### config.mk
export PLATFORM = sky130hd
export DESIGN_NAME = ins_ctrl
export DESIGN_NICKNAME = d
export VERILOG_FILES = /design/src/rtl/ins_ctrl.sv
export SDC_FILE = /design/constraint.sdc
export NUM_CORES = 1
export LEC_CHECK = 0
export BUFFER_PORTS_ARGS = -buffer_cell sky130_fd_sc_hd__buf_2
export CAP_MARGIN = 20
export CELL_PAD_IN_SITES_DETAIL_PLACEMENT = 0
export CELL_PAD_IN_SITES_GLOBAL_PLACEMENT = 1
export CORE_AREA = 4 4 42 44
export DETAILED_ROUTE_END_ITERATION = 8
export DIE_AREA = 0 0 46 48
export PLACE_DENSITY_LB_ADDON = 0.1
export SLEW_MARGIN = 15
export SYNTH_ARGS = -nofsm -noshare
export SYNTH_HDL_FRONTEND = slang
export SYNTH_SLANG_ARGS = --single-unit
### constraint.sdc
create_clock -name clk -period 1.4 [get_ports clk]
set_clock_uncertainty 0.1 [all_clocks]
set_input_delay 0.28 -clock clk [delete_from_list [all_inputs] [get_ports clk]]
set_output_delay 0.28 -clock clk [all_outputs]
set_load 0.02 [all_outputs]
### src/rtl/ins_ctrl.sv
// Instruction sequencer: fetch/decode/execute controller issuing bus, register and ALU strobes.
// Outputs decode from state and opcode only, so a falling rst clears every strobe without a clock edge.
module ins_ctrl (
  input  logic       clk,
  input  logic       rst,
  input  logic       en,
  input  logic [2:0] ins,
  output logic [1:0] fetch,
  output logic       pc_ena,
  output logic       addr_sel,
  output logic       rom_sel,
  output logic       ram_sel,
  output logic       ram_rd,
  output logic       ram_wr,
  output logic       reg_rd,
  output logic       reg_wr,
  output logic       reg_src,
  output logic       alu_ena,
  output logic       acc_ena,
  output logic       halted
);

  localparam logic [2:0] OP_NOP = 3'b000;
  localparam logic [2:0] OP_LDO = 3'b001;
  localparam logic [2:0] OP_LDA = 3'b010;
  localparam logic [2:0] OP_STO = 3'b011;
  localparam logic [2:0] OP_PRE = 3'b100;
  localparam logic [2:0] OP_ADD = 3'b101;
  localparam logic [2:0] OP_LDM = 3'b110;
  localparam logic [2:0] OP_HLT = 3'b111;

  typedef enum logic [2:0] {
    S_IDLE = 3'd0,
    S_F1   = 3'd1,
    S_DEC  = 3'd2,
    S_F2   = 3'd3,
    S_EX   = 3'd4,
    S_HALT = 3'd5
  } state_t;

  state_t state_q, state_d;
  logic   two_byte;

  // Opcodes that carry an operand byte and so need the F2 fetch.
  assign two_byte = (ins == OP_LDO) || (ins == OP_LDA) ||
                    (ins == OP_STO) || (ins == OP_PRE);

  always_ff @(posedge clk or negedge rst) begin
    if (!rst) begin
      state_q <= S_IDLE;
    end else begin
      state_q <= state_d;
    end
  end

  always_comb begin
    state_d  = state_q;
    fetch    = 2'b00;
    pc_ena   = 1'b0;
    addr_sel = 1'b0;
    rom_sel  = 1'b0;
    ram_sel  = 1'b0;
    ram_rd   = 1'b0;
    ram_wr   = 1'b0;
    reg_rd   = 1'b0;
    reg_wr   = 1'b0;
    reg_src  = 1'b0;
    alu_ena  = 1'b0;
    acc_ena  = 1'b0;
    halted   = 1'b0;

    unique case (state_q)
      S_IDLE: begin
        state_d = en ? S_F1 : S_IDLE;
      end
      S_F1: begin
        fetch   = 2'b01;
        rom_sel = 1'b1;
        pc_ena  = 1'b1;
        state_d = S_DEC;
      end
      S_DEC: begin
        state_d = two_byte ? S_F2 : S_EX;
      end
      S_F2: begin
        fetch   = 2'b10;
        rom_sel = 1'b1;
        pc_ena  = 1'b1;
        state_d = S_EX;
      end
      S_EX: begin
        unique case (ins)
          OP_NOP: ;
          OP_LDO: begin
            addr_sel = 1'b1;
            rom_sel  = 1'b1;
            reg_wr   = 1'b1;
          end
          OP_LDA: begin
            addr_sel = 1'b1;
            ram_sel  = 1'b1;
            ram_rd   = 1'b1;
            reg_wr   = 1'b1;
          end
          OP_STO: begin
            addr_sel = 1'b1;
            reg_rd   = 1'b1;
            ram_sel  = 1'b1;
            ram_wr   = 1'b1;
          end
          OP_PRE: begin
            addr_sel = 1'b1;
            rom_sel  = 1'b1;
            acc_ena  = 1'b1;
          end
          OP_ADD: begin
            reg_rd  = 1'b1;
            alu_ena = 1'b1;
            acc_ena = 1'b1;
          end
          OP_LDM: begin
            reg_wr  = 1'b1;
            reg_src = 1'b1;
          end
          OP_HLT: ;
          default: ;
        endcase
        // en is only consulted here and in IDLE, so dropping it never aborts an instruction.
        if (ins == OP_HLT) begin
          state_d = S_HALT;
        end else begin
          state_d = en ? S_F1 : S_IDLE;
        end
      end
      S_HALT: begin
        halted  = 1'b1;
        state_d = S_HALT;
      end
      default: begin
        state_d = S_IDLE;
      end
    endcase
  end

endmodule

==> summary.md, run 1 <==
| Metric | Value |
|---|---|
| Core ar. | `~1400 sq um` |
| Nets | `96` |
| Wire per inst | `approximately 12 um` |
| Slew HR | `0.8316` |
| Total number of H-tree levels | `1` |
| Largest cells by area after synthesis | `dfrtp_1 (18%), buf_6 (11%), nand2b_1 (7.7%)` |
| Post-synth top area share | `0.1846` |
| Initial core utilization | `0.2831` |
| ANT cells | `0` |
| Num CTS Buffers | `3` |
| Max FFs per register | `3` |
| Crit path DAT | `around 1.4 ns` |
| Peak Freq | `573.0 MHz` |
| Most flop-heavy register | `state_q` |
| FF-to-FF setup slack | `-0.20 ns` |
| Run status | `finished, violations left` |
| Critical path depth in cells | `5` |
| Startpoint types | `register` |
| Setup ws final | `-0.3453 ns` |
| Port Buffers | `19` |
| Syn_nets | `54` |
| Setup violators final | `17` |
| Clk Latency, worst-skew pair | `0.23 ns` |
| Fin. max-slew vios | `0` |
| Largest net degree at the start of global routing | `9` |
| DR vias | `484` |
| Critical path endpoint | `addr_sel` |
| GR Util met1 | `0.1360` |
| Worst endpoint required time | `approximately 1.0 ns` |
| Crit path max-delay family | `simple AND/OR/NAND/NOR gates` |
| Most common flop cell mapped by yosys | `dfrtp_1` |
| Die area | `roughly 2200 sq um` |
| Layout cell share with drive strength beyond 1 | `0.7753` |
| Die H | `48 um` |
| Failing checks | `setup timing` |
| Leakage | `around 0.0004 uW` |
| GRT overflow | `0` |
| Site Rows | `14` |
| Routing usage on met2 | `0.1841` |
| Met3 Resource Use GR | `0` |
| DRC viols | `0` |
| Max clock buf depth | `2` |
| Antenna-violating nets left | `0` |
| Worst-path clk slew | `0.04 ns` |
| Syn Area/Cell | `approximately 8.5 sq um` |
| Die width | `46 um` |
| Minimum clock period | `1.745 ns` |
| Slew of the pin with the lowest slew margin | `0.2508 ns` |
| Top-level port count | `20` |
| Hold Path Class | `primary input to asynchronous set/reset pin` |
| Mapped Cells | `48` |
| Setup crit start | `state_q[2]` |
| Setup crit end kind | `output pin` |
| Total clock sinks | `3` |
| Post-synth EDFFs | `0` |
| Critical R2R Launch | `state_q[0]` |
| Biggest registers after layout | `state_q x3` |
| First-pass DRT Iterations | `2` |
| Pwr/cell area | `1545 nW/um^2` |
| Crit-path cells | `nor2b_4, nand2b_1, buf_4, nor2_1, buf_4` |
| WP buf/inv | `2` |
| Antenna violations before repair | `0` |
| DR vias/cell | `4.610` |
| Final hold viol count | `0` |
| Seq/Total Area, Yosys | `0.1846` |
| RSZ-0062 raised after global routing | `true` |
| Most Crowded Layer GR | `met2` |
| RePlAce Congestion | `0.7398` |
| Period utilization | `1.247` |
| Synthesis warning total | `0` |
| Clk root buf | `clkbuf_4` |
| VDD IR max | `493.0 uV` |
| Number of max-cap violations | `0` |
| Cell area after synthesis | `406.6 sq um` |
| Hold Worst Slack | `~0.27 ns` |
| DP HPWL | `~840 um` |
| Fin util | `0.6115` |
| Worst r2r dst | `state_q[0]` |
| Fillcell total | `126` |
| Initial detailed-routing violation count | `4` |
| Total GRT Usage | `0.1060` |
| Critical path peak fanout | `4` |
| Largest area contributor in the netlist | `dfrtp_1` |
| Synth cell types | `29` |
| Area grow syn2layout | `116.0%` |
| CTS tree | `done` |
| WL final | `1209 um` |
| Most Frequent Cell on Critical Path | `buf_4` |
| Crit Path Class | `register to output pin` |
| Number of global-route vias before repair | `422` |
| Critical path's largest stage delay | `0.41 ns` |
| Worst path slowest cell | `dfrtp_1` |
| First-pass GRT wire length | `1725 um` |
| Ys async rst share | `1.000` |
| R2R depth | `5` |
| Synth Register Bits | `3` |
report_power, final:
part           switching [uW]  leakage [uW]  internal [uW]
clock                    44.7     0.0000150            107
combinational             424      0.000361            586
sequential               66.5     0.0000358            129
total                     535      0.000412            822
placed cells by master, fill, tap and decap left out, types with 2 or more instances in the layout:
cell / count
nor2_2: 3
buf_4: 19
nand2b_4: 2
and2_4: 2
nor3b_4: 2
or3b_1: 2
clkbuf_4: 3
xor2_1: 2
buf_6: 15
nand2b_1: 3
nor2_1: 2
dfrtp_2: 2
buf_2: 6
cell families (layout without fill, tap and decap cells):
kind of cell,after synthesis,in the layout,share of synthesized area
buffers and inverters,6,47,0.1323
AO/OA/AOI/OAI,6,6,0.1077
AND/OR/NAND/NOR,29,29,0.4862
XOR/XNOR,3,3,0.06463
flip-flops,3,3,0.1846
multiplexers,1,1,0.02462
cell type report:
type / count / area [sq um] / area share
multi-input cells: 39 / 379.1 / 0.4316
repair buffers: 42 / 371.6 / 0.4231
flip-flops and latches: 3 / 77.57 / 0.08832
clock buffers: 4 / 26.28 / 0.02991
well taps: 16 / 20.02 / 0.02279
inverters: 1 / 3.754 / 0.004274
what timing repair did:
item                                   4_1_cts  5_1_grt
gates cloned                                 0        0
setup buffers                                2        7
pin swaps                                    6        3
setup endpoints to repair                   16       17
resized for setup                           22       17
hold buffers                                 1        0
endpoints found under the hold margin        3        0
metal layers:
metal	vias to the layer above	share of wire
met5	-	0
met4	0	0
met1	226	0.42
met3	0	0.044
li1	247	-
met2	11	0.53
metrics by stage:
step | instances | power, uW | area (sq um) | setup TNS [ns] | worst slack, ns
floorplan | 48 | 626.6 | 465.4 | -0.2145 | -0.07532
global placement | 91 | 830.4 | 640.6 | -0.6633 | -0.1628
detailed placement | 91 | 831.0 | 640.6 | -0.7314 | -0.1740
CTS | 98 | 1108 | 758.2 | -3.652 | -0.3612
global route | 105 | 1437 | 878.3 | -4.815 | -0.4022
finish | 105 | 1357 | 878.3 | -4.066 | -0.3453
synth_stat cells, drive strengths merged (2+ instances only):
library cell  count
and2              3
buf               5
nor3b             2
nor2b             2
nor2              6
and2b             2
xor2              2
dfrtp             3
or3b              2
and3              2
nand2b            5
worst min-delay path by stage:
stage                             to  slack [ns]  from
after floorplan           state_q[0]       -0.12   rst
after global placement    state_q[0]       -0.02   rst
after detailed placement  state_q[1]       -0.02   rst
after CTS                 state_q[2]        0.26   rst
after global routing      state_q[2]        0.29   rst
final                     state_q[2]        0.27   rst
(Power assumes the default switching activity.)
==> run 2: changes to the inputs <==
==> config.mk (replaced) <==
export PLATFORM = sky130hd
export DESIGN_NAME = ins_ctrl
export DESIGN_NICKNAME = d
export VERILOG_FILES = /design/src/rtl/ins_ctrl.sv
export SDC_FILE = /design/constraint.sdc
export NUM_CORES = 1
export LEC_CHECK = 0
export BUFFER_PORTS_ARGS = -buffer_cell sky130_fd_sc_hd__buf_2
export CAP_MARGIN = 20
export CORE_AREA = 4 4 41 43
export DETAILED_ROUTE_END_ITERATION = 8
export DIE_AREA = 0 0 45 47
export SLEW_MARGIN = 15
export SYNTH_ARGS = -nofsm -noshare
export SYNTH_HDL_FRONTEND = slang
export SYNTH_SLANG_ARGS = --single-unit
==> run 2 against run 1 <==
Final area fell by 1.7%. Sequential power fell by 5%. Critical path type unchanged. Flip-flop and latch count did not move. First-iteration DRC count fell by 75%. The flow still finishes with violations (setup timing). Register-to-register slack improved by 0.06 ns. Combinational power fell by 6%. Setup slack improved by 0.013 ns. Via count rose by 2.5%. Clock-buffer cell count did not move. Die area fell by 4.2%. Highest routed layer unchanged. Final cell count fell by 1.9%.
==> summary.md, run 2 (synthesis gave the netlist of run 1 again) <==
| Metric | Value |
|---|---|
| Critical path peak fanout | `3 (-1)` |
| Fin util | `0.6635 (+0.05196)` |
| Site Rows | `13 (-1)` |
| First-pass GRT wire length | `1980 um (+15%)` |
| Top-level port count | `20 (unchanged)` |
| Routing usage on met2 | `0.2288 (+0.04475)` |
| Most Crowded Layer GR | `met2` |
| Die area | `2115 sq um (-4.2%)` |
| Worst-path clk slew | `0.04 ns (about the same)` |
| Core ar. | `1301 sq um (-9.4%)` |
| Final hold viol count | `0 (unchanged)` |
| Slew HR | `0.8015 (-0.03011)` |
| Crit path DAT | `1.35 ns (-0.02 ns)` |
| DRC viols | `0 (unchanged)` |
| WL final | `1311 um (+8.4%)` |
| Die H | `47 um (-2.1%)` |
| Crit Path Class | `register to output pin` |
| Max clock buf depth | `2 (unchanged)` |
| Setup crit end kind | `output pin` |
| Biggest registers after layout | `state_q x3` |
| Placed cell area | `641.9 sq um (+0.20%)` |
| Fin Setup TNS | `-3.714 ns (+0.3520 ns)` |
| Initial core utilization | `0.3125 (+0.02940)` |
| Flop pwr share | `0.144 (about the same)` |
| Met3 Resource Use GR | `0 (unchanged)` |
| Worst endpoint required time | `1.02 ns (about the same)` |
| CTS tree | `done` |
| Pwr/cell area | `1491 nW/um^2 (-3.5%)` |
| Total clock sinks | `3 (unchanged)` |
| Fin. max-slew vios | `0 (unchanged)` |
| Power Internal | `764.3 uW (-7.0%)` |
| NetSw | `523.2 uW (-2.2%)` |
| DR vias/cell | `4.816 (+4.5%)` |
| Port Buffers | `19 (unchanged)` |
| Most flop-heavy register | `state_q` |
| Post-route insts no fill | `103 (-1.9%)` |
| Hold Path Class | `primary input to asynchronous set/reset pin` |
| Switch share | `0.4064 (+0.01191)` |
| Largest net degree at the start of global routing | `6 (-3)` |
| Clk root buf | `clkbuf_4` |
| Tot Pwr | `1288 uW (-5.1%)` |
| Total GRT Usage | `0.1259 (+0.01990)` |
| Num CTS Buffers | `3 (unchanged)` |
| Clock share of power | `0.117 (+0.005)` |
| Period utilization | `1.237 (-0.009555)` |
| Failing checks | `setup timing` |
| Commonest non-fill, non-tap cells in the layout | `buf_4 (18), buf_6 (15), buf_2 (7)` |
| Nets | `95 (-1.0%)` |
| Antenna-violating nets left | `0 (unchanged)` |
| RSZ-0062 raised after global routing | `true` |
| Clk Latency, worst-skew pair | `0.23 ns (about the same)` |
| Initial detailed-routing violation count | `1 (-3)` |
| Die width | `45 um (-2.2%)` |
| Number of global-route vias before repair | `496 (+18%)` |
| Combinational fraction of design power | `0.739 (-0.005)` |
| Slew of the pin with the lowest slew margin | `0.2956 ns (+0.04484 ns)` |
| Antenna violations before repair | `0 (unchanged)` |
| Startpoint types | `register` |
| RePlAce Congestion | `0.8274 (+12%)` |
| GR Util met1 | `0.1579 (+0.02193)` |
| Max FFs per register | `3 (unchanged)` |
| VDD IR max | `629.1 uV (+28%)` |
| Total number of H-tree levels | `1 (unchanged)` |
| Number of max-cap violations | `0 (unchanged)` |
| GRT overflow | `0 (unchanged)` |
| Wire per inst | `12.73 um (+11%)` |
| Setup ws final | `-0.3319 ns (+0.01338 ns)` |
| Sequential Area | `77.57 sq um (unchanged)` |
| Design area | `863.3 sq um (-1.7%)` |
| DR vias | `496 (+2.5%)` |
| Run status | `finished, violations left` |
| Minimum clock period | `1.732 ns (-0.01338 ns)` |
| ANT cells | `0 (unchanged)` |
| Most common cell after layout, fill and taps aside | `buf_4` |
| Fillcell total | `119 (-5.6%)` |
| DP HPWL | `889 um (+5.8%)` |
| First-pass DRT Iterations | `4 (+2)` |
| Layout cell share with drive strength beyond 1 | `0.7955 (+0.02017)` |
| Peak Freq | `577.4 MHz (+0.77%)` |
| Multi-input logic area | `387.9 sq um (+2.3%)` |
| Post-Place Cells | `92 (+1.1%)` |
| Setup violators final | `16 (-1)` |
| Area grow syn2layout | `112.3%` |
| Leakage | `0.0004036 uW (-1.9%)` |
-- run 2: cell count changes in the layout (fill, tap and decap cells not counted), sizes merged --
cell and delta:
buf -1
-- run 2: cell type report --
class,instances,share of cell area
Tap cell,15,0.02174
Timing Repair Buffer,41,0.4043
Clock buffer,4,0.03043
Inverter,1,0.004348
Multi-Input combinational cell,39,0.4493
Sequential cell,3,0.08986
-- run 2: critical path, stage by stage (launching register included) --
cell and delay [ns]:
dfrtp_2 0.43, nor3b_2 0.24, nand2_2 0.12, nor3b_4 0.19, buf_6 0.14
-- run 2: path summary, 6_finish.rpt --
| check | cells past startpoint | slack (ns) | endpoint | from |
|---|---|---|---|---|
| setup / recovery | 4 | -0.33 | alu_ena | state_q[1] |
| hold / removal | 2 | 0.27 | state_q[1] | rst |
| setup reg to reg | 5 | -0.14 | state_q[0] | state_q[2] |
| hold reg to reg | 3 | 0.67 | state_q[1] | state_q[0] |
| max in group asynchronous | 2 | 0.81 | state_q[0] | rst |
| min in group clk | 3 | 0.27 | state_q[0] | en |
-- run 2: stage by stage --
step	hold slack, ns	setup WS (ns)
detailed placement	-0.02138	-0.1532
global placement	-0.01924	-0.1164
finish	0.2725	-0.3319
floorplan	-0.1156	-0.07532
CTS	0.2659	-0.3266
global route	0.2897	-0.4163
-- run 2: routing by layer --
layer / vias up / share of wire / wire (um)
met5: - / 0 / 0
met4: 0 / 0 / 0
met3: 0 / 0.021 / 28
met2: 9 / 0.56 / 740
met1: 242 / 0.41 / 541
li1: 245 / - / -
-- run 2: power by group through the flow --
| stage | Clock (uW) | Combinational, uW | Sequential, uW |
|---|---|---|---|
| detailed placement | 0 | 665 | 181 |
| global route | 159 | 1020 | 190 |
| finish | 151 | 952 | 185 |
| CTS | 157 | 857 | 175 |
| global placement | 0 | 660 | 177 |
| floorplan | 0 | 483 | 143 |
-- run 2: timing repair --
action / in CTS / in global routing
gates resized for setup: 29 / 11
setup buffers: 5 / 4
endpoints found under the setup margin: 15 / 16
endpoints found under the hold margin: 3 / 0
hold buffers: 1 / 0
pin swaps: 8 / 5
==> run 3: changes to the inputs <==
==> constraint.sdc (replaced) <==
create_clock -name clk -period 1.4 [get_ports clk]
set_clock_uncertainty 0.1 [all_clocks]
set_input_delay 0.14 -clock clk [delete_from_list [all_inputs] [get_ports clk]]
set_output_delay 0.14 -clock clk [all_outputs]
set_load 0.02 [all_outputs]
==> run 3 against run 2 <==
The run still ends with setup timing left. Sequential share of layout area increased by 1.1 points. Final cell count is 9.7% lower. Combinational power increased by 3.9%. Power increased by 4.4%. Final area decreased by 9.4%. Worst hold slack worse by 0.15 ns. Clock-buffer cell count stayed put. Setup slack gained 0.14 ns. Critical path depth rose by 2. Register-to-register slack got worse by 0.05 ns. Via count is 5.8% lower. Critical endpoint is now state_q[2].
==> summary.md, run 3 (synthesis gave the netlist of run 1 again) <==
| Metric | Value |
|---|---|
| Run status | `finished, violations left` |
| Failing checks | `setup timing` |
| Critical path peak fanout | `3 (unchanged)` |
| Crit path max-delay family | `flip-flops` |
| Layout cell share with drive strength beyond 1 | `0.7051 (-0.09033)` |
| WL final | `1395 um (+6.4%)` |
| Critical path endpoint | `state_q[2]` |
| Max FFs per register | `3 (unchanged)` |
| Antenna-violating nets left | `0 (unchanged)` |
| VDD IR max | `648.5 uV (+3.1%)` |
| Total clock sinks | `3 (unchanged)` |
| Hold Path Class | `primary input to asynchronous set/reset pin` |
| Combinational fraction of design power | `0.736 (-0.003)` |
| First-pass DRT Iterations | `2 (-2)` |
| Peak Freq | `629.2 MHz (+9.0%)` |
| Die area | `2115 sq um (unchanged)` |
| Commonest non-fill, non-tap cells in the layout | `buf_4 (12), buf_6 (12), buf_2 (6)` |
| Critical R2R Launch | `state_q[1]` |
| Largest net degree at the start of global routing | `11 (+5)` |
| Antenna violations before repair | `0 (unchanged)` |
| Port Buffers | `19 (unchanged)` |
| Setup crit start | `state_q[1]` |
| Worst endpoint required time | `1.42 ns (+0.40 ns)` |
| Setup violators final | `16 (unchanged)` |
| DR vias/cell | `5.022 (+4.3%)` |
| Period utilization | `1.135 (-0.1018)` |
| DP HPWL | `723.4 um (-19%)` |
| Wire per inst | `15.00 um (+18%)` |
| RSZ-0062 raised after global routing | `true` |
| Critical path's largest stage delay | `0.44 ns (about the same)` |
| Leakage | `0.0003618 uW (-10%)` |
| Max clock buf depth | `2 (unchanged)` |
| DR vias | `467 (-5.8%)` |
| Worst-path clk slew | `0.04 ns (about the same)` |
| Setup ws final | `-0.1894 ns (+0.1425 ns)` |
| R2R depth | `6 (+1)` |
| Total GRT Usage | `0.1368 (+0.01087)` |
| Site Rows | `13 (unchanged)` |
| Number of global-route vias before repair | `443 (-11%)` |
| Final hold viol count | `0 (unchanged)` |
| Most flop-heavy register | `state_q` |
| Core ar. | `1301 sq um (unchanged)` |
| Startpoint types | `register` |
| Die width | `45 um (unchanged)` |
| Crit-path cells | `buf_6, buf_6, buf_6, nor4b_4, and2b_1, a221o_2` |
| First-pass GRT wire length | `2007 um (+1.4%)` |
| Flop pwr share | `0.142 (-0.002)` |
| Switch share | `0.4177 (+0.01132)` |
| DRC viols | `0 (unchanged)` |
| Slew of the pin with the lowest slew margin | `0.3835 ns (+0.08790 ns)` |
| CTS tree | `done` |
| Fin. max-slew vios | `0 (unchanged)` |
| Minimum clock period | `1.589 ns (-0.1425 ns)` |
| Clk Latency, worst-skew pair | `0.25 ns (+0.02 ns)` |
| FF-to-FF setup slack | `-0.19 ns (-0.05 ns)` |
| Worst r2r dst | `state_q[2]` |
| Worst path slowest cell | `dfrtp_2` |
| Num CTS Buffers | `3 (unchanged)` |
| Pwr/cell area | `1719 nW/um^2 (+15%)` |
| Crit Path Class | `register to register` |
| Most Frequent Cell on Critical Path | `buf_6` |
| Biggest registers after layout | `state_q x3` |
| Fin Setup TNS | `-1.655 ns (+2.059 ns)` |
| Slew HR | `0.7434 (-0.05805)` |
| WP buf/inv | `3 (+2)` |
| Initial detailed-routing violation count | `4 (+3)` |
| Power Internal | `782.7 uW (+2.4%)` |
| RePlAce Congestion | `0.7969 (-3.7%)` |
| Total number of H-tree levels | `1 (unchanged)` |
| Area grow syn2layout | `92.31%` |
| ANT cells | `0 (unchanged)` |
| Clk root buf | `clkbuf_4` |
| NetSw | `561.4 uW (+7.3%)` |
| Hold Worst Slack | `0.1194 ns (-0.1531 ns)` |
| Crit path DAT | `1.61 ns (+0.26 ns)` |
| Clock share of power | `0.122 (+0.005)` |
| GRT overflow | `0 (unchanged)` |
| Setup crit end kind | `register` |
| Die H | `47 um (unchanged)` |
| Initial core utilization | `0.3125 (unchanged)` |
| Critical path depth in cells | `6 (+2)` |
| Number of max-cap violations | `0 (unchanged)` |
| Nets | `85 (-11%)` |
| Top-level port count | `20 (unchanged)` |
[run 3: cell types whose count changed in the layout (fill, tap and decap cells not counted), sizes merged]
cell / before / now
buf: 40 / 30
[run 3: timing repair]
item	4_1_cts	5_1_grt
hold endpoints to repair	3	0
setup buffers	4	4
gates resized for setup	26	21
setup endpoints to repair	14	17
hold buffers	1	0
pin swaps	6	5
cloned	0	0
[run 3: worst min-delay path by stage]
stage / start / to / slack [ns] / cells after the start
after floorplan: rst / state_q[0] / -0.26 / 0
after global placement: rst / state_q[1] / -0.16 / 1
after detailed placement: rst / state_q[0] / -0.16 / 1
after CTS: rst / state_q[0] / 0.12 / 2
after global routing: rst / state_q[0] / 0.14 / 2
final: rst / state_q[0] / 0.12 / 2
[run 3: worst register-to-register path, cell delays in order, from the launching register on]
cell	delay, ns
dfrtp_2	0.44
buf_6	0.13
buf_6	0.11
buf_6	0.12
nor4b_4	0.13
and2b_1	0.16
a221o_2	0.28
[run 3: layout make-up]
type / count / area [sq um]
clock buffers: 4 / 26.28
repair buffers: 31 / 265.3
inverters: 1 / 3.754
fillers: 120 / 519.2
flip-flops and latches: 3 / 78.83
well taps: 15 / 18.77
multi-input cells: 39 / 389.1
[run 3: metal layers]
metal / part of all wire / vias to the layer above / track usage
li1: - / 227 / -
met1: 0.38 / 216 / 0.1526
met2: 0.53 / 19 / 0.2288
met3: 0.067 / 5 / 0.04981
met4: 0.019 / 0 / 0.07018
met5: 0 / - / 0
[run 3: power groups by stage]
stage | Combinational (uW) | Sequential (uW) | Clock, uW
finish | 989 | 191 | 164
global route | 1050 | 195 | 177
CTS | 718 | 190 | 164
detailed placement | 532 | 190 | 0
global placement | 530 | 192 | 0
floorplan | 431 | 143 | 0
[run 3: stage by stage]
stage | worst slack [ns] | util | instance area, sq um | instances | total power, uW
3_5_place_dp | -0.01997 | 0.3865 | 503.0 | 80 | 722.2
3_3_place_gp | -0.01495 | 0.3865 | 503.0 | 80 | 721.7
5_1_grt | -0.2499 | 0.6010 | 782.0 | 93 | 1422
2_1_floorplan | -0.002785 | - | 416.7 | 48 | 574.7
4_1_cts | -0.1755 | 0.5029 | 654.4 | 89 | 1072
6_report | -0.1894 | 0.6010 | 782.0 | 93 | 1344
